[src/rtl/dmem_port_arbiter.sv]
// dmem_port_arbiter
//   Shares one data-memory port between the MEM stages of NUM_CORES pipelines.
//   Requests are granted round-robin. Exactly one memory transaction is in
//   flight at a time. Every requesting core is stalled until its own
//   completion pulse.
//
// Ports
//   clk, rst_n       clock (rising edge), asynchronous active-low reset
//   core_req/we      per-core request and store flag; a request is held until its rvalid
//   core_addr/wdata  per-core address and store data, core i at [i*W +: W]
//   core_stall       combinational stall back to each pipeline
//   core_rvalid      one-cycle completion pulse to the served core
//   core_rdata       load data broadcast to all cores, held between pulses
//   mem_*            single-outstanding request/ready, rvalid/rdata memory port
module dmem_port_arbiter #(
  parameter int unsigned NUM_CORES = 2,
  parameter int unsigned ADDR_W    = 32,
  parameter int unsigned DATA_W    = 32
) (
  input  logic                        clk,
  input  logic                        rst_n,
  input  logic [NUM_CORES-1:0]        core_req,
  input  logic [NUM_CORES-1:0]        core_we,
  input  logic [NUM_CORES*ADDR_W-1:0] core_addr,
  input  logic [NUM_CORES*DATA_W-1:0] core_wdata,
  output logic [NUM_CORES-1:0]        core_stall,
  output logic [NUM_CORES-1:0]        core_rvalid,
  output logic [DATA_W-1:0]           core_rdata,
  output logic                        mem_req,
  output logic                        mem_we,
  output logic [ADDR_W-1:0]           mem_addr,
  output logic [DATA_W-1:0]           mem_wdata,
  input  logic                        mem_ready,
  input  logic                        mem_rvalid,
  input  logic [DATA_W-1:0]           mem_rdata
);

  localparam int unsigned IdxW = $clog2(NUM_CORES);

  typedef enum logic [1:0] {StIdle, StIssue, StWait} state_e;

  state_e                 state_q, state_d;
  logic [IdxW-1:0]        rr_ptr_q, rr_ptr_d;
  logic [IdxW-1:0]        grant_q, grant_d;
  logic                   mem_we_q, mem_we_d;
  logic [ADDR_W-1:0]      mem_addr_q, mem_addr_d;
  logic [DATA_W-1:0]      mem_wdata_q, mem_wdata_d;
  logic [NUM_CORES-1:0]   core_rvalid_q, core_rvalid_d;
  logic [DATA_W-1:0]      core_rdata_q, core_rdata_d;

  // Unpack the flat per-core buses so the granted core can be selected by index.
  logic [ADDR_W-1:0] addr_arr  [NUM_CORES];
  logic [DATA_W-1:0] wdata_arr [NUM_CORES];

  for (genvar i = 0; i < NUM_CORES; i++) begin : g_unpack
    assign addr_arr[i]  = core_addr[i*ADDR_W +: ADDR_W];
    assign wdata_arr[i] = core_wdata[i*DATA_W +: DATA_W];
  end

  // The core receiving its pulse still holds req for that cycle. Masking it
  // keeps a completed request from being granted twice.
  logic [NUM_CORES-1:0] req_elig;
  logic                 sel_valid;
  logic [IdxW-1:0]      sel_idx;

  assign req_elig = core_req & ~core_rvalid_q;

  // First eligible requester at or above rr_ptr, wrapping modulo NUM_CORES.
  always_comb begin : rr_search
    int unsigned pos;
    pos       = 0;
    sel_valid = 1'b0;
    sel_idx   = '0;
    for (int unsigned k = 0; k < NUM_CORES; k++) begin
      pos = 32'(rr_ptr_q) + k;
      if (pos >= NUM_CORES) pos = pos - NUM_CORES;
      if (!sel_valid && req_elig[IdxW'(pos)]) begin
        sel_valid = 1'b1;
        sel_idx   = IdxW'(pos);
      end
    end
  end

  always_comb begin : next_state
    state_d       = state_q;
    rr_ptr_d      = rr_ptr_q;
    grant_d       = grant_q;
    mem_we_d      = mem_we_q;
    mem_addr_d    = mem_addr_q;
    mem_wdata_d   = mem_wdata_q;
    core_rvalid_d = '0;
    core_rdata_d  = core_rdata_q;
    case (state_q)
      StIdle: begin
        if (sel_valid) begin
          grant_d     = sel_idx;
          mem_addr_d  = addr_arr[sel_idx];
          mem_wdata_d = wdata_arr[sel_idx];
          mem_we_d    = core_we[sel_idx];
          state_d     = StIssue;
        end
      end
      StIssue: begin
        if (mem_ready) state_d = StWait;
      end
      StWait: begin
        if (mem_rvalid) begin
          core_rdata_d           = mem_rdata;
          core_rvalid_d[grant_q] = 1'b1;
          rr_ptr_d               = (grant_q == IdxW'(NUM_CORES - 1)) ? '0 : grant_q + 1'b1;
          state_d                = StIdle;
        end
      end
      default: state_d = StIdle;
    endcase
  end

  always_ff @(posedge clk or negedge rst_n) begin
    if (!rst_n) begin
      state_q       <= StIdle;
      rr_ptr_q      <= '0;
      grant_q       <= '0;
      mem_we_q      <= 1'b0;
      mem_addr_q    <= '0;
      mem_wdata_q   <= '0;
      core_rvalid_q <= '0;
      core_rdata_q  <= '0;
    end else begin
      state_q       <= state_d;
      rr_ptr_q      <= rr_ptr_d;
      grant_q       <= grant_d;
      mem_we_q      <= mem_we_d;
      mem_addr_q    <= mem_addr_d;
      mem_wdata_q   <= mem_wdata_d;
      core_rvalid_q <= core_rvalid_d;
      core_rdata_q  <= core_rdata_d;
    end
  end

  // mem_req decodes straight from state, so reset drops it asynchronously.
  assign mem_req     = (state_q == StIssue);
  assign mem_we      = mem_we_q;
  assign mem_addr    = mem_addr_q;
  assign mem_wdata   = mem_wdata_q;
  assign core_rvalid = core_rvalid_q;
  assign core_rdata  = core_rdata_q;
  assign core_stall  = core_req & ~core_rvalid_q;

endmodule

[config.mk]
export PLATFORM = sky130hd
export DESIGN_NAME = dmem_port_arbiter
export DESIGN_NICKNAME = d
export VERILOG_FILES = /design/src/rtl/dmem_port_arbiter.sv
export SDC_FILE = /design/constraint.sdc
export NUM_CORES = 1
export LEC_CHECK = 0
export CAP_MARGIN = 20
export CORE_MARGIN = 4
export CORE_UTILIZATION = 37
export CTS_BUF_LIST = sky130_fd_sc_hd__clkbuf_8 sky130_fd_sc_hd__clkbuf_16
export CTS_CLUSTER_DIAMETER = 80
export DETAILED_ROUTE_END_ITERATION = 10
export HOLD_SLACK_MARGIN = 0.02
export MAX_ROUTING_LAYER = met4
export PLACE_DENSITY = 0.8
export SETUP_SLACK_MARGIN = 0.5
export SLEW_MARGIN = 5
export SYNTH_ARGS = -nofsm -noshare
export SYNTH_HDL_FRONTEND = slang
export SYNTH_SLANG_ARGS = --single-unit
[constraint.sdc]
create_clock -name clk -period 1.69 [get_ports clk]
set_input_delay 0.2535 -clock clk [delete_from_list [all_inputs] [get_ports clk]]
set_output_delay 0.2535 -clock clk [all_outputs]
set_load 0.1 [all_outputs]
[Yosys cells after proc, flatten, opt, wreduce, memory -nomap -nowiden]
Cells that the tools add are included.
Cells by class
  add/subtract/negate cells: 4
  $lt $le $gt $ge: 8
  equal/unequal tests: 5
  multiplexer cells: 27
  bitwise logic cells: 3
  reduce and logical (&&, ||, !) cells: 7
Operators with widths (count)
  32-bit 2-to-1 mux: 6
  1-bit 2-to-1 mux: 14
  2-bit 2-to-1 mux: 5
  1-bit by 2-bit less-than comparator with 1-bit output, second input constant: 4
  2-bit one-hot mux with 3 select lines: 1
  2-bit >= comparator, second input constant: 2
  2-bit inequality test, second input constant: 2
  2-bit AND reduction: 2
  3-bit AND reduction: 1
  1-bit by 1-bit adder with 2-bit output, second input constant: 1
  2-bit AND: 1
  2-bit by 1-bit == test with 1-bit output, second input constant: 1
  2-bit == test, second input constant: 1
  1-bit by 2-bit >= comparator with 1-bit output, second input constant: 1
  1-bit logical AND: 2
  2-bit zero test: 1
  2-bit by 1-bit inequality test with 1-bit output, second input constant: 1
  1-bit inverter with 2-bit output: 1
  2-bit inverter: 1
  1-bit subtractor, second input constant: 2
  1-bit adder, second input constant: 1
  1-bit demux with 1-bit select: 1
  1-bit >= comparator, second input constant: 1
  1-bit zero test: 1
Word-level totals
  flip-flop bits (word level): 103
  input port bits: 168
  output and inout bits: 102
  word-level logic and storage cells: 62

[Longest topological paths before layout]
Gate-level depths: netlist of the first run.
  word-level depth: 12
  mapped depth: 7
  depth with buffers taken out: 4

[Worst setup path before layout of the first run]
No wires, ideal clock.
  kind: register to register
  start point: register core_rvalid_q[0] (netlist: core_rvalid[0])
  end point: register mem_wdata_q[10] (netlist: mem_wdata[10])
  library setup time: 82 ps
  data arrival time: 2629 ps
  required time: 1608 ps
  setup slack: -1020 ps
  stages on the path, launching flop included: 8
  path buffers: 3
  period minus slack after synthesis: 2710 ps
  path through: dfrtp_1 nor2b_2 o21a_1 buf_4 buf_2 buf_2 nor2_1 a31oi_1
On the way
  longest elaborated chain between the ends: 12
  elaborated cells between the ends (all ways): 17
  those cells by class: mux (11); bitwise (3); reduce/logical (3)
Ends and longest elaborated chain
  from (decl): RTL line 48  | logic [NUM_CORES-1:0] core_rvalid_q, core_rvalid_d;
  from (signal assigned): RTL line 135  | core_rvalid_q <= core_rvalid_d;
  2-bit inverter (*)
  2-bit AND (*)
  named net core_stall[0]: RTL line 26  | output logic [NUM_CORES-1:0] core_stall,
  1-bit 2-to-1 mux (not written as such) (2 in a row): RTL line 77  | if (!sel_valid && req_elig[IdxW'(pos)]) begin
  1-bit 2-to-1 mux: RTL line 77
  1-bit zero test: RTL line 77
  1-bit logical AND: RTL line 77
  1-bit 2-to-1 mux: RTL line 77
  1-bit inverter with 2-bit output (not written as such): RTL line 98  | mem_wdata_d = wdata_arr[sel_idx];
  32-bit 2-to-1 mux (not written as such) (3 in a row): RTL line 98
  to (signal assigned): RTL line 134  | mem_wdata_q <= mem_wdata_d;
  to (decl): RTL line 47  | logic [DATA_W-1:0] mem_wdata_q, mem_wdata_d;
Mark *: on every way through the listed nets, which the timed path passes. The rest lies on a longest branch. The select of a mux whose other input is x is not followed.
A chain may end at the register's enable or synchronous reset.

[Worst setup path after layout of the first run]
  start point: register core_rvalid_q[0] (netlist: core_rvalid[0])
  end point: register mem_addr_q[2] (netlist: mem_addr[2])
On the way
  longest elaborated chain between the ends: 12
  elaborated cells between the ends (all ways): 17
  those cells by class: mux (11); bitwise (3); reduce/logical (3)
Ends and longest elaborated chain
  2-bit inverter (*): RTL line 66  | assign req_elig = core_req & ~core_rvalid_q;
  2-bit AND (*): RTL line 66
  1-bit 2-to-1 mux (not written as such) (2 in a row): RTL line 77
  1-bit 2-to-1 mux: RTL line 77
  1-bit zero test: RTL line 77
  1-bit logical AND: RTL line 77
  1-bit 2-to-1 mux: RTL line 77
  1-bit inverter with 2-bit output (not written as such): RTL line 97  | mem_addr_d = addr_arr[sel_idx];
  32-bit 2-to-1 mux (not written as such) (3 in a row): RTL line 97
  to (signal assigned): RTL line 133  | mem_addr_q <= mem_addr_d;
  to (decl): RTL line 46  | logic [ADDR_W-1:0] mem_addr_q, mem_addr_d;
Mark *: on every way between the ends. The rest lies on a longest branch, timed or not. The select of a mux whose other input is x is not followed.

==> results of run 1 <==
## layout by cell type (no fill, tap or decap), drive strengths merged, types with 3 or more instances in the layout
master	instances
a31oi	65
buf	189
bufinv	3
clkbuf	18
clkdlybuf4s50	166
dfrtp	103
inv	5
mux2	32
nand2	133
nor2	68
nor2b	3
## what timing repair did
| action | in CTS | in global routing |
|---|---|---|
| hold buffers | 1 | 0 |
| setup endpoints to repair | 201 | 204 |
| endpoints found under the hold margin | 15 | 0 |
| gates cloned | 7 | 10 |
| buffers inserted | 28 | 34 |
| gates resized for setup | 34 | 67 |
| pin swaps | 15 | 34 |
## worst max path at each step
stage,from,end,slack [ps],cells after the start
5_1_grt,core_rvalid[0],mem_addr[2],-40,5
3_5_place_dp,core_req[0],mem_wdata[13],-220,6
3_3_place_gp,core_req[0],mem_wdata[2],-150,6
2_1_floorplan,core_rvalid[1],mem_wdata[10],-340,7
4_1_cts,core_rvalid[0],core_stall[0],50,4
6_report,core_rvalid[0],mem_addr[2],10,5
## layer usage
| metal | wire length, µm | part of all wire | GRT usage | up-vias |
|---|---|---|---|---|
| met1 | 7350 | 0.34 | 0.284 | 2460 |
| met2 | 11500 | 0.53 | 0.478 | 331 |
| met4 | 1050 | 0.048 | 0.108 | 0 |
| li1 | - | - | - | 2195 |
| met5 | 0 | 0 | - | - |
| met3 | 1910 | 0.088 | 0.0958 | 83 |
## final cells by class
| type | instances | share of cell area |
|---|---|---|
| antenna | 1 | 0.000249 |
| timing repair buffer | 364 | 0.484 |
| clock inverter | 6 | 0.0101 |
| clock buffer | 10 | 0.0238 |
| tap | 143 | 0.0178 |
| sequential | 103 | 0.257 |
| multi-input combinational | 312 | 0.206 |
| inverter | 2 | 0.000746 |
## stage by stage
step           hold slack (ps)  setup TNS (ps)  utilization  instance area (µm²)  std cells
3_3_place_gp               142           -8360        0.731                 8460        844
4_1_cts                    321               0        0.805                 9310        896
3_5_place_dp               142          -11420        0.731                 8460        844
6_report                   338               0        0.870                10100        941
5_1_grt                    355            -129        0.870                10100        941
2_1_floorplan            -42.1          -21780            -                 4630        448
## registers in the layout (all words and copies together), names as in the netlist
signal	cells
mem_wdata	32
rr_ptr_q	1
mem_we	1
core_rvalid	2
core_rdata	32
mem_addr	32
state_q	2
grant_q	1
## logic make-up after synthesis
family	Yosys count
compound gates	70
mux	32
flops	103
buf+inv	34
simple gates	209
==> impl_metrics.json, run 1 <==
{
  "outcome": "complete, no violations",
  "placeableCoreArea_mm2": 0.0116,
  "number_of_nets_with_antenna_violations_after_routing": 0,
  "fillers": 501,
  "globalRoute.totalOverflow": 0,
  "final_nets": 960,
  "max_stage_delay_ps": 480,
  "areaGrowthSynthToFinish_pct": 127,
  "seq_area_frac_synth": 0.583,
  "synth-compound-area-share": 0.0987,
  "ios": 270,
  "yosysUniqueCellTypes": 22,
  "timing.hold.worst.class": "in -> async",
  "top_reg_cell_synth": "dfrtp_1",
  "die_w_um": 117,
  "post_synth_and_or_nand_nor_area_fraction": 0.185,
  "critical-path-slowest-cell": "dfrtp_4",
  "viasPerCell": 5.39,
  "htree_levels": 3,
  "globalplace.congestion": 0.850,
  "first_pass_grt_wire_length_um": 28500,
  "final.setup.worst_slack_ps": 9.82,
  "crit_path_end_kind": "flip-flop",
  "postSynthNetCount": 616,
  "setup.reg_to_reg.worst_slack_ps": 10,
  "hold_viol_final": 0,
  "routed_wire_length_per_instance_um": 23.1,
  "grt_pass1_vias": 5034,
  "synthMostInstantiatedCell": "nand2_1",
  "main_combinational_cell_family_by_area_after_synthesis": "simple AND/OR/NAND/NOR gates",
  "finalCritPeriodShare": 0.994,
  "initial_core_util": 0.383,
  "synth_warnings": 0,
  "critical_path.max_fanout": 11,
  "clk_path_buf_depth": 2,
  "crit_chain": "or3b_4, nand2_8, clkbuf_16, nand2_1, a31oi_1",
  "final-seq-area_mm2": 0.00259,
  "critical_path_required_ps": 1950,
  "io_buffer_count": 269,
  "layout_cell_share_with_drive_strength_beyond_1": 0.384,
  "synthTopCellsByArea": "dfrtp_1 58%, nand2_1 11%, a31oi_1 9.2%",
  "numClockSinks": 103,
  "multi_input_area_mm2": 0.00207,
  "top_cell_types_by_occurrence_after_synthesis": "133 x nand2_1, 103 x dfrtp_1, 68 x nor2_1",
  "hpwl_um": 12300,
  "cts_tree": "done",
  "rr_startpoint": "core_rvalid[0]",
  "synth_xor_xnor_area_share": 0,
  "vias": 5069,
  "globalRouteTotalUtil": 0.274,
  "yosysTopAreaCellShare": 0.583,
  "die_y_um": 117,
  "ys_ff_latch": 103,
  "synth_area_per_cell_um2": 9.88,
  "cp_num_buf_inv": 1,
  "place_ws_ps": -216,
  "netlist_area_mm2": 0.00442,
  "async_reset_ff_frac": 1.00,
  "family_with_the_most_delay_on_the_worst_path": "simple AND/OR/NAND/NOR gates",
  "r2r.worst_path.cells": 5,
  "cts_buffers": 9,
  "critical_path.startpoint_type": "flip-flop",
  "grt_setup_unrepaired": "yes",
  "fmaxAchievable_mhz": 595,
  "slew-limit-headroom": 0.788,
  "setup_viol_count_final": 0,
  "min_period_ps": 1680,
  "cell_accounting_for_the_most_synthesized_area": "dfrtp_1",
  "crit_arrival_ps": 1940,
  "clkSlewWorstSetupHoldPaths_ps": 70,
  "tightest_slew_ps": 318,
  "wirelength_um": 21800,
  "postSynthCellCount": 448,
  "die_area_mm2": 0.0138,
  "multiplexer_area_fraction_after_synthesis": 0.0814,
  "firstDrtPassIters": 5,
  "class_of_the_most_critical_setup_path": "reg -> reg",
  "maxSlewViolCount": 0,
  "clk_root_buffer_cell": "clkbuf_16",
  "synth_fa_ha_area_frac": 0,
  "placement_row_count": 39,
  "worstSkewPairLatency_ps": 350,
  "detailedRoute.firstIterationViolations": 594,
  "number_of_enable_flip_flop_cells_after_synthesis": 0,
  "reg2reg_to": "mem_addr[2]",
  "number_of_antenna_violations_at_the_first_check_in_global_routing": 1,
  "drc": 0,
  "maxCapViolCount": 0,
  "largest_net_degree_at_the_start_of_global_routing": 55,
  "finClkSkew_ps": 5.61
}
Power of run 1 is not shown: default switching activity piles up to over one toggle a cycle in this logic, so the estimate is an artifact.
==> inputs of run 2 (changes only) <==
--- a/config.mk
+++ b/config.mk
@@ -12,7 +12,6 @@
 export CTS_CLUSTER_DIAMETER = 80
 export DETAILED_ROUTE_END_ITERATION = 10
 export HOLD_SLACK_MARGIN = 0.02
-export MAX_ROUTING_LAYER = met4
 export PLACE_DENSITY = 0.8
 export SETUP_SLACK_MARGIN = 0.5
 export SLEW_MARGIN = 5
==> run 2 against run 1 <==
Global-route usage shrank 0.79 points. Non-clock buffer count is the same. Largest cell class unchanged. Final area is essentially flat. Highest routed layer unchanged.
==> impl_metrics.json, run 2 (synthesis gave the netlist of run 1 again) <==
{
  "whs_ps": 346,
  "cts_buffers": 9,
  "first_pass_grt_wire_length_um": 28600,
  "grt_setup_unrepaired": "yes",
  "number_of_nets_with_antenna_violations_after_routing": 0,
  "die_area_mm2": 0.0138,
  "clk_root_buffer_cell": "clkbuf_16",
  "globalRouteTotalUtil": 0.266,
  "family_with_the_most_delay_on_the_worst_path": "flip-flops",
  "initial_core_util": 0.383,
  "fillers": 508,
  "clkSlewWorstSetupHoldPaths_ps": 70,
  "globalplace.congestion": 0.837,
  "detailedRoute.firstIterationViolations": 552,
  "critical-path-slowest-cell": "dfrtp_4",
  "setup_viol_count_final": 0,
  "hold_viol_final": 0,
  "slew-limit-headroom": 0.791,
  "maxSlewViolCount": 0,
  "placeableCoreArea_mm2": 0.0116,
  "die_w_um": 117,
  "firstDrtPassIters": 5,
  "critical_path.max_fanout": 46,
  "fmaxAchievable_mhz": 592,
  "vias": 5084,
  "class_of_the_most_critical_setup_path": "reg -> reg",
  "die_y_um": 117,
  "most-common-layout-cells": "166 x clkdlybuf4s50_1, 112 x buf_12, 97 x dfrtp_1, 95 x nand2_1, 66 x nor2_1",
  "areaGrowthSynthToFinish_pct": 128,
  "number_of_antenna_violations_at_the_first_check_in_global_routing": 2,
  "critical_path.startpoint_type": "flip-flop",
  "hpwl_um": 12300,
  "rr_startpoint": "core_rvalid[1]",
  "layout_cell_share_with_drive_strength_beyond_1": 0.385,
  "finalCritPeriodShare": 1.00,
  "numClockSinks": 103,
  "largest_net_degree_at_the_start_of_global_routing": 55,
  "crit_arrival_ps": 1940,
  "wirelength_um": 22100,
  "cts_tree": "done",
  "placed_area_mm2": 0.00846,
  "final_common_cell": "clkdlybuf4s50_1",
  "tightest_slew_ps": 314,
  "routed_wire_length_per_instance_um": 23.5,
  "min_period_ps": 1690,
  "outcome": "complete, no violations",
  "max_stage_delay_ps": 500,
  "htree_levels": 3,
  "viasPerCell": 5.40,
  "ios": 270,
  "grt_pass1_vias": 5017,
  "io_buffer_count": 269,
  "final_nets": 960,
  "crit_chain": "nor2b_4, buf_4, o21a_4, buf_12, nor2_1, a31oi_1",
  "crit_path_end_kind": "flip-flop",
  "clk_path_buf_depth": 2,
  "launching_instance_or_port_of_the_critical_path": "core_rvalid[1]",
  "drc": 0,
  "critical_path_required_ps": 1940,
  "final_core_utilization": 0.871,
  "worstSkewPairLatency_ps": 360,
  "placement_row_count": 39,
  "finalInstanceArea_mm2": 0.0101,
  "maxCapViolCount": 0,
  "finClkSkew_ps": 7.94,
  "cp_num_buf_inv": 2,
  "timing.hold.worst.class": "in -> async",
  "globalRoute.totalOverflow": 0
}
==> run 2: cell count changes in the layout (fill, tap and decap cells not counted), sizes merged <==
cell   previous run  this run
diode             1         2
==> run 2: per-stage QoR <==
stage	setup slack [ps]	std cells	setup TNS (ps)
floorplan	-340	448	-21780
global placement	-145	844	-8360
detailed placement	-216	844	-11420
CTS	52.7	896	0
global route	-81.4	942	-234
finish	0.0306	942	0
==> run 2: final timing paths <==
| kind | to | slack, ps | cells past startpoint |
|---|---|---|---|
| max in group asynchronous | mem_addr[22] | 750 | 3 |
| min in group clk | mem_wdata[15] | 450 | 3 |
| setup reg to reg | mem_addr[31] | 0.03 | 6 |
| setup / recovery | mem_addr[31] | 0.03 | 6 |
| hold / removal | core_rdata[9] | 350 | 2 |
| hold reg to reg | core_rvalid[0] | 460 | 1 |
==> run 2: area by class of cell <==
| type | count | area [µm²] | share of cell area |
|---|---|---|---|
| Timing Repair Buffer | 364 | 4880 | 0.484 |
| Sequential cell | 103 | 2590 | 0.257 |
| Multi-Input combinational cell | 312 | 2070 | 0.206 |
| Clock buffer | 10 | 239 | 0.0237 |
| Tap cell | 143 | 179 | 0.0178 |
| Clock inverter | 6 | 101 | 0.0101 |
| Inverter | 2 | 7.51 | 0.000745 |
| Antenna cell | 2 | 5.00 | 0.000497 |
==> run 2: what timing repair did <==
action                                 CTS  global route
setup endpoints to repair              201           204
hold buffers                             1             0
endpoints found under the hold margin   15             0
pin swaps                               15            36
gates resized for setup                 34            69
buffers inserted                        28            34
gates cloned                             7            10
==> run 2: metal layers <==
metal	track usage	part of all wire	vias to the layer above
met5	0	0	-
met3	0.101	0.083	84
met2	0.480	0.53	319
li1	-	-	2195
met1	0.278	0.34	2486
met4	0.108	0.051	0
Power of run 2 is left out for the same reason.
==> inputs of run 3 (changes only) <==
==> constraint.sdc (replaced) <==
create_clock -name clk -period 1.8 [get_ports clk]
set_input_delay 0.27 -clock clk [delete_from_list [all_inputs] [get_ports clk]]
set_output_delay 0.27 -clock clk [all_outputs]
set_load 0.1 [all_outputs]
==> run 3 against run 2 <==
Critical path depth decreased by 1. Core utilization decreased by 13 points. Final area decreased by 15%. Flip-flop and latch count unchanged. Worst hold slack improved by 86 ps. Die area unchanged. Worst setup slack improved by 120 ps. Via count decreased by 8.5%. Final cell count decreased by 5.9%. Register-to-register slack improved by 120 ps. Largest cell class unchanged.
==> impl_metrics.json, run 3 (synthesis gave the netlist of run 1 again) <==
{
  "setup.reg_to_reg.worst_slack_ps": 120,
  "viasPerCell": 5.25,
  "detailedRoute.firstIterationViolations": 456,
  "finalCritPeriodShare": 0.931,
  "maxCapViolCount": 0,
  "timing.hold.worst.class": "reg -> reg",
  "finClkSkew_ps": 5.77,
  "hpwl_um": 10600,
  "drc": 0,
  "slew-limit-headroom": 0.631,
  "clk_root_buffer_cell": "clkbuf_16",
  "r2r.worst_path.cells": 5,
  "number_of_antenna_violations_at_the_first_check_in_global_routing": 0,
  "met3_wirelength_um": 1120,
  "critical_path.max_fanout": 30,
  "ios": 270,
  "largest_net_degree_at_the_start_of_global_routing": 104,
  "numClockSinks": 103,
  "summed_negative_setup_slack_over_all_endpoints_ps": 0,
  "antenna_cells": 0,
  "die_y_um": 117,
  "worstHoldPathCells": 1,
  "layout_cell_share_with_drive_strength_beyond_1": 0.311,
  "firstDrtPassIters": 4,
  "critical_path.startpoint_type": "flip-flop",
  "clk_path_buf_depth": 2,
  "route.met2.wl_um": 9830,
  "final_common_cell": "clkdlybuf4s50_1",
  "grt_pass1_vias": 4656,
  "place_ws_ps": -67.2,
  "maxSlewViolCount": 0,
  "crit_path_end_kind": "flip-flop",
  "most-common-layout-cells": "166 x clkdlybuf4s50_1, 106 x nand2_1, 100 x dfrtp_1, 67 x nor2_1, 64 x a31oi_1",
  "cts_tree": "done",
  "vias": 4651,
  "final.setup.worst_slack_ps": 125,
  "placement_row_count": 39,
  "globalRoute.totalOverflow": 0,
  "class_of_the_most_critical_setup_path": "reg -> reg",
  "clkSlewWorstSetupHoldPaths_ps": 70,
  "routed_wire_length_per_instance_um": 20.1,
  "final_nets": 906,
  "globalRouteTotalUtil": 0.230,
  "first_pass_grt_wire_length_um": 25300,
  "maxUsedRoutingLayer": "met4",
  "number_of_nets_with_antenna_violations_after_routing": 0,
  "die_w_um": 117,
  "io_buffer_count": 269,
  "wirelength_um": 17800,
  "wl_met1_um": 6440,
  "outcome": "complete, no violations",
  "cts_buffers": 9,
  "areaGrowthSynthToFinish_pct": 92.9,
  "critical_path_required_ps": 2010,
  "worstSkewPairLatency_ps": 340,
  "crit_arrival_ps": 1890,
  "globalplace.congestion": 0.872,
  "placeableCoreArea_mm2": 0.0116,
  "grt_setup_unrepaired": "yes",
  "hold_viol_final": 0,
  "fmaxAchievable_mhz": 597,
  "min_period_ps": 1680,
  "die_area_mm2": 0.0138,
  "initial_core_util": 0.383,
  "setup_viol_count_final": 0,
  "tightest_slew_ps": 553,
  "htree_levels": 3
}
run 3: routing by layer:
layer,up-vias,track usage
met4,0,0.0821
li1,2087,-
met5,-,0
met3,30,0.0515
met2,215,0.437
met1,2319,0.249
run 3: cell type report:
cell class / count / area [µm²]
tap: 143 / 179
sequential: 103 / 2590
timing repair buffer: 311 / 3560
fill: 778 / 3030
inverter: 2 / 7.51
multi-input combinational: 311 / 1900
clock inverter: 6 / 61.3
clock buffer: 10 / 239
run 3: worst max-delay path, cell delays in order (launching register included):
cell     delay, ps
dfrtp_4        520
or3b_4         450
and2_4         200
buf_12         170
nand2_1        100
a31oi_1         90
run 3: worst paths after layout:
check	from	end
min in group asynchronous	rst_n	core_rdata[18]
max in group asynchronous	rst_n	core_rvalid[0]
max reg2reg	core_rvalid[0]	mem_wdata[14]
min	grant_q	core_rvalid[0]
min reg2reg	grant_q	core_rvalid[0]
max	core_rvalid[0]	mem_wdata[14]
run 3: timing repair:
item / CTS / global route
hold buffers: 1 / 0
pin swaps: 3 / 41
endpoints found under the setup margin: 106 / 148
setup buffers: 13 / 3
gates cloned: 9 / 6
resized for setup: 24 / 87
endpoints found under the hold margin: 4 / 0
run 3: stage by stage:
| stage | util | hold slack [ps] | cells | instance area [µm²] |
|---|---|---|---|---|
| 6_report | 0.738 | 432 | 886 | 8530 |
| 5_1_grt | 0.738 | 449 | 886 | 8530 |
| 4_1_cts | 0.695 | 431 | 877 | 8030 |
| 3_5_place_dp | 0.627 | 386 | 838 | 7250 |
| 3_3_place_gp | 0.627 | 376 | 838 | 7250 |
| 2_1_floorplan | - | -25.6 | 448 | 4600 |
Power of run 3 is left out for the same reason.
==> patch 1, RTL diff (settings of run 2) <==
The 3 states of `state_e` get a one-hot encoding in 3 bits.
--- a/src/rtl/dmem_port_arbiter.sv
+++ b/src/rtl/dmem_port_arbiter.sv
@@ -37,7 +37,7 @@
 
   localparam int unsigned IdxW = $clog2(NUM_CORES);
 
-  typedef enum logic [1:0] {StIdle, StIssue, StWait} state_e;
+  typedef enum logic [2:0] {StIdle = 3'b001, StIssue = 3'b010, StWait = 3'b100} state_e;
 
   state_e                 state_q, state_d;
   logic [IdxW-1:0]        rr_ptr_q, rr_ptr_d;
Check against the original RTL: same outputs for any inputs over 10 cycles, from zero or initial values and one cycle with rst_n low; not proved beyond that.
==> patch 1 against run 2 <==
  * The run now ends with negative setup slack left
  * Synthesized cell count down 15%
  * Core utilization down 2.7 points
  * Sequential cell count up 1
  * Cell count down 5.5%
  * Maximum frequency down 3.2%
  * Die area up 1.8%
  * Sequential share of layout area up 0.19 points
  * Routed wire length down 2.6%
  * Critical path depth up 1
  * Setup slack worse by 0.057 ns
  * Cell area up 0.17%
  * Area after synthesis up 2.0%
  * Critical endpoint is now mem_addr[1]
Power is not shown: default switching activity piles up to over one toggle a cycle in this logic, so the estimate is an artifact.
==> patch 1: results (changes against run 2) <==
| Metric | Value |
|---|---|
| Area after DPL | 8610 µm² (+1.7%) |
| Maximum fanout along the worst path | 7 (-85%) |
| Proportion of cell area occupied by registers | 0.259 (+0.00191) |
| Pre-CTS setup slack | -0.283 ns (-0.0669 ns) |
| Cell depth of the worst flop-to-flop path | 7 (+1) |
| Post CTS Setup Buffer Count | 36 (+29%) |
| Post-detailed-routing wire length | 21600 µm (-2.6%) |
| Combined flip-flop and latch cell area | 2610 µm² (+0.92%) |
| Number of fillers in the final layout | 545 (+7.3%) |
| Via count normalized by instance count | 5.19 (-3.9%) |
| Met1 layer wirelength in the final routing | 7600 µm (+2.2%) |
| Met3 capacity usage during global routing | 0.0746 (-0.0259) |
| Metal3 WL | 2060 µm (+12%) |
| Top post-synthesis cells by count | 103 x sky130_fd_sc_hd__dfrtp_1, 71 x sky130_fd_sc_hd__nor2_1, 67 x sky130_fd_sc_hd__a21oi_1 |
| Multi-input gate share of the layout cell area | 0.208 (+0.00212) |
| Syn Inst Count | 381 (-15%) |
| Setup ws final | -0.0566 ns (-0.0567 ns) |
| Sum Neg Setup Slack | -0.246 ns (-0.246 ns) |
| Net count of the mapped netlist | 549 (-11%) |
| Layout net count | 906 (-5.6%) |
| Share of layout cells above drive strength 1 | 0.397 (+0.0118) |
| Met2 WL | 11000 µm (-6.1%) |
| Most area-consuming cells after synthesis | sky130_fd_sc_hd__dfrtp_1 57%, sky130_fd_sc_hd__mux2i_1 14%, sky130_fd_sc_hd__a21oi_1 7.4%, sky130_fd_sc_hd__mux2_2 7.2%, sky130_fd_sc_hd__nor2_1 5.9% |
| Largest clock skew in the final design | 0.0145 ns (+0.00652 ns) |
| Routability cong. | 0.776 (-7.3%) |
| Pin count of the biggest net entering global routing | 37 (-33%) |
| Setup Viol. Count Final | 9 (+9) |
| Non-Clock Buffer Area Fraction | 0.485 (about the same) |
| Initial DRC Count | 288 (-48%) |
| CP Capture Point | mem_addr[1] |
| Bufs w/o clock | 371 (+1.9%) |
| Global-route wire length before repair | 27800 µm (-2.8%) |
| Number of sequential cells in the layout | 104 (+0.97%) |
| Number of global-route vias before repair | 4821 (-3.9%) |
| Fraction of the mapped netlist area in compound gates | 0.0832 (-0.0155) |
| Multiplexer share of the synthesized area | 0.227 (+0.145) |
| Transition at the pin with the smallest max-transition slack | 0.504 ns (+0.190 ns) |
| Status | complete, but fails checks |
| Cell total after placement | 786 (-6.9%) |
| Cell variety after synth | 23 (+4.5%) |
| Multi-input combinational cell count | 249 (-20%) |
| Antenna violations before repair | 0 (-2) |
| Arr. time, crit path | 1.98 ns (+0.04 ns) |
| Final HPWL DP | 12000 µm (-2.7%) |
| Area fraction of clock buffers and clock inverters | 0.0288 (-0.00502) |
| Global Route met2 Usage | 0.454 (-0.0260) |
| Violations in the final reports | negative setup slack |
| GR Layer Usage met1 | 0.285 (+0.00730) |
| Seq/Total Area, Yosys | 0.577 (-0.00533) |
| Number of non-clock inverters in the layout | 3 (+1) |
| First-pass DRT Iterations | 4 (-1) |
| Total track usage | 0.254 (-0.0124) |
[patch 1: changes by cell type in the layout (fill, tap and decap cells not counted), moves of 10 or more]
| cell | delta |
|---|---|
| sky130_fd_sc_hd__nand2_1 | -95 |
| sky130_fd_sc_hd__a21oi_1 | +59 |
| sky130_fd_sc_hd__a31oi_1 | -54 |
| sky130_fd_sc_hd__mux2i_1 | +49 |
| sky130_fd_sc_hd__nand2_2 | -22 |
| sky130_fd_sc_hd__nand2_4 | -14 |
| sky130_fd_sc_hd__buf_4 | +10 |
| sky130_fd_sc_hd__mux2i_4 | +10 |
[patch 1: worst min path at each step]
stage	from	to	slack (ns)	cells past startpoint
floorplan	rst_n	core_rdata[0]	-0.04	0
global placement	rst_n	mem_wdata[10]	0.25	1
detailed placement	rst_n	mem_wdata[10]	0.25	1
CTS	rst_n	mem_wdata[10]	0.43	2
global route	rst_n	grant_q	0.46	2
finish	rst_n	mem_wdata[28]	0.41	2
==> patch 2, RTL diff (settings of run 2) <==
Without the edit above. `ADDR_W`: 32 -> 48.
--- a/src/rtl/dmem_port_arbiter.sv
+++ b/src/rtl/dmem_port_arbiter.sv
@@ -14,7 +14,7 @@
 //   mem_*            single-outstanding request/ready, rvalid/rdata memory port
 module dmem_port_arbiter #(
   parameter int unsigned NUM_CORES = 2,
-  parameter int unsigned ADDR_W    = 32,
+  parameter int unsigned ADDR_W    = 48,
   parameter int unsigned DATA_W    = 32
 ) (
   input  logic                        clk,
Ports: changed (resized core_addr and mem_addr); port bits go from 270 to 318. The function was not compared with the original's and may differ.
==> patch 2 against run 2 <==
  * The flow now finishes with violations (negative setup slack)
  * Sequential cell count increased by 16
  * Cell count increased by 22%
  * Routed wire length increased by 46%
  * Area after synthesis increased by 17%
  * Clock skew increased by 0.0040 ns
  * Setup slack got worse by 0.23 ns
  * Cell area increased by 23%
  * Highest routed layer unchanged
Power is left out: the tool's default activity adds up to more than one toggle a clock period on the data nets, which glitch-free logic cannot reach.
==> patch 2: results (changes against run 2) <==
| Metric | Value |
|---|---|
| Non-Clock Buffer Area Fraction | 0.489 (+0.00485) |
| Layout clock buffers | 20 (+10) |
| Register-to-Register Setup Slack | -0.23 ns (-0.23 ns) |
| Routability cong. | 0.876 (+4.7%) |
| Met3 capacity usage during global routing | 0.0804 (-0.0201) |
| Pre-CTS setup slack | -0.277 ns (-0.0607 ns) |
| Layout net count | 1157 (+21%) |
| Number of buffers inserted during clock tree synthesis | 17 (+8) |
| Global Route met2 Usage | 0.557 (+0.0769) |
| FF-to-FF End | mem_addr[15] |
| Yosys top cell area share | 0.578 (-0.00491) |
| Syn Inst Count | 534 (+19%) |
| Post CTS Setup Buffer Count | 43 (+54%) |
| Post-cts resize count | 58 (+71%) |
| Multi-input combinational cell count | 376 (+21%) |
| Setup Viol. Count Final | 83 (+83) |
| Most area-consuming cells after synthesis | sky130_fd_sc_hd__dfrtp_1 58%, sky130_fd_sc_hd__nand2_1 12%, sky130_fd_sc_hd__a31oi_1 9.8%, sky130_fd_sc_hd__mux2_2 7.0%, sky130_fd_sc_hd__nor2_1 6.1% |
| Synth Register Bits | 119 (+16%) |
| Startpoint of the most critical register-to-register path | core_rvalid[0] |
| Proportion of cell area occupied by registers | 0.241 (-0.0159) |
| Area after DPL | 9770 µm² (+15%) |
| Seq/Total Area, Yosys | 0.578 (-0.00491) |
| Fraction of the mapped netlist area in compound gates | 0.104 (+0.00543) |
| Global-route wire length before repair | 36600 µm (+28%) |
| Metal3 WL | 2790 µm (+51%) |
| Status | complete, but fails checks |
| Initial DRC Count | 546 (-1.1%) |
| Cell total after placement | 1005 (+19%) |
| Pin count of the biggest net entering global routing | 62 (+13%) |
| Multi-input gate share of the layout cell area | 0.204 (-0.00127) |
| Violations in the final reports | negative setup slack |
| Final HPWL DP | 14500 µm (+18%) |
| Setup ws final | -0.227 ns (-0.227 ns) |
-- patch 2: critical path, cell delays in order (launching register included) --
cell                      delay, ns
sky130_fd_sc_hd__dfrtp_4       0.48
sky130_fd_sc_hd__buf_6         0.12
sky130_fd_sc_hd__and2b_4       0.26
sky130_fd_sc_hd__buf_6         0.11
sky130_fd_sc_hd__o21a_4        0.22
sky130_fd_sc_hd__buf_6         0.15
sky130_fd_sc_hd__buf_16        0.14
sky130_fd_sc_hd__nor2_2        0.05
sky130_fd_sc_hd__a31oi_2       0.27
-- patch 2: worst max-delay path by stage --
stage                   startpoint             to  slack (ns)  cells after the start
floorplan           core_rvalid[1]   mem_addr[10]       -0.30                      6
global placement       core_req[0]   mem_addr[24]       -0.17                      6
detailed placement     core_req[0]   mem_addr[16]       -0.28                      6
CTS                 core_rvalid[0]  core_stall[0]       -0.09                      4
global route        core_rvalid[0]   mem_addr[15]       -0.28                      8
finish              core_rvalid[0]   mem_addr[15]       -0.23                      8
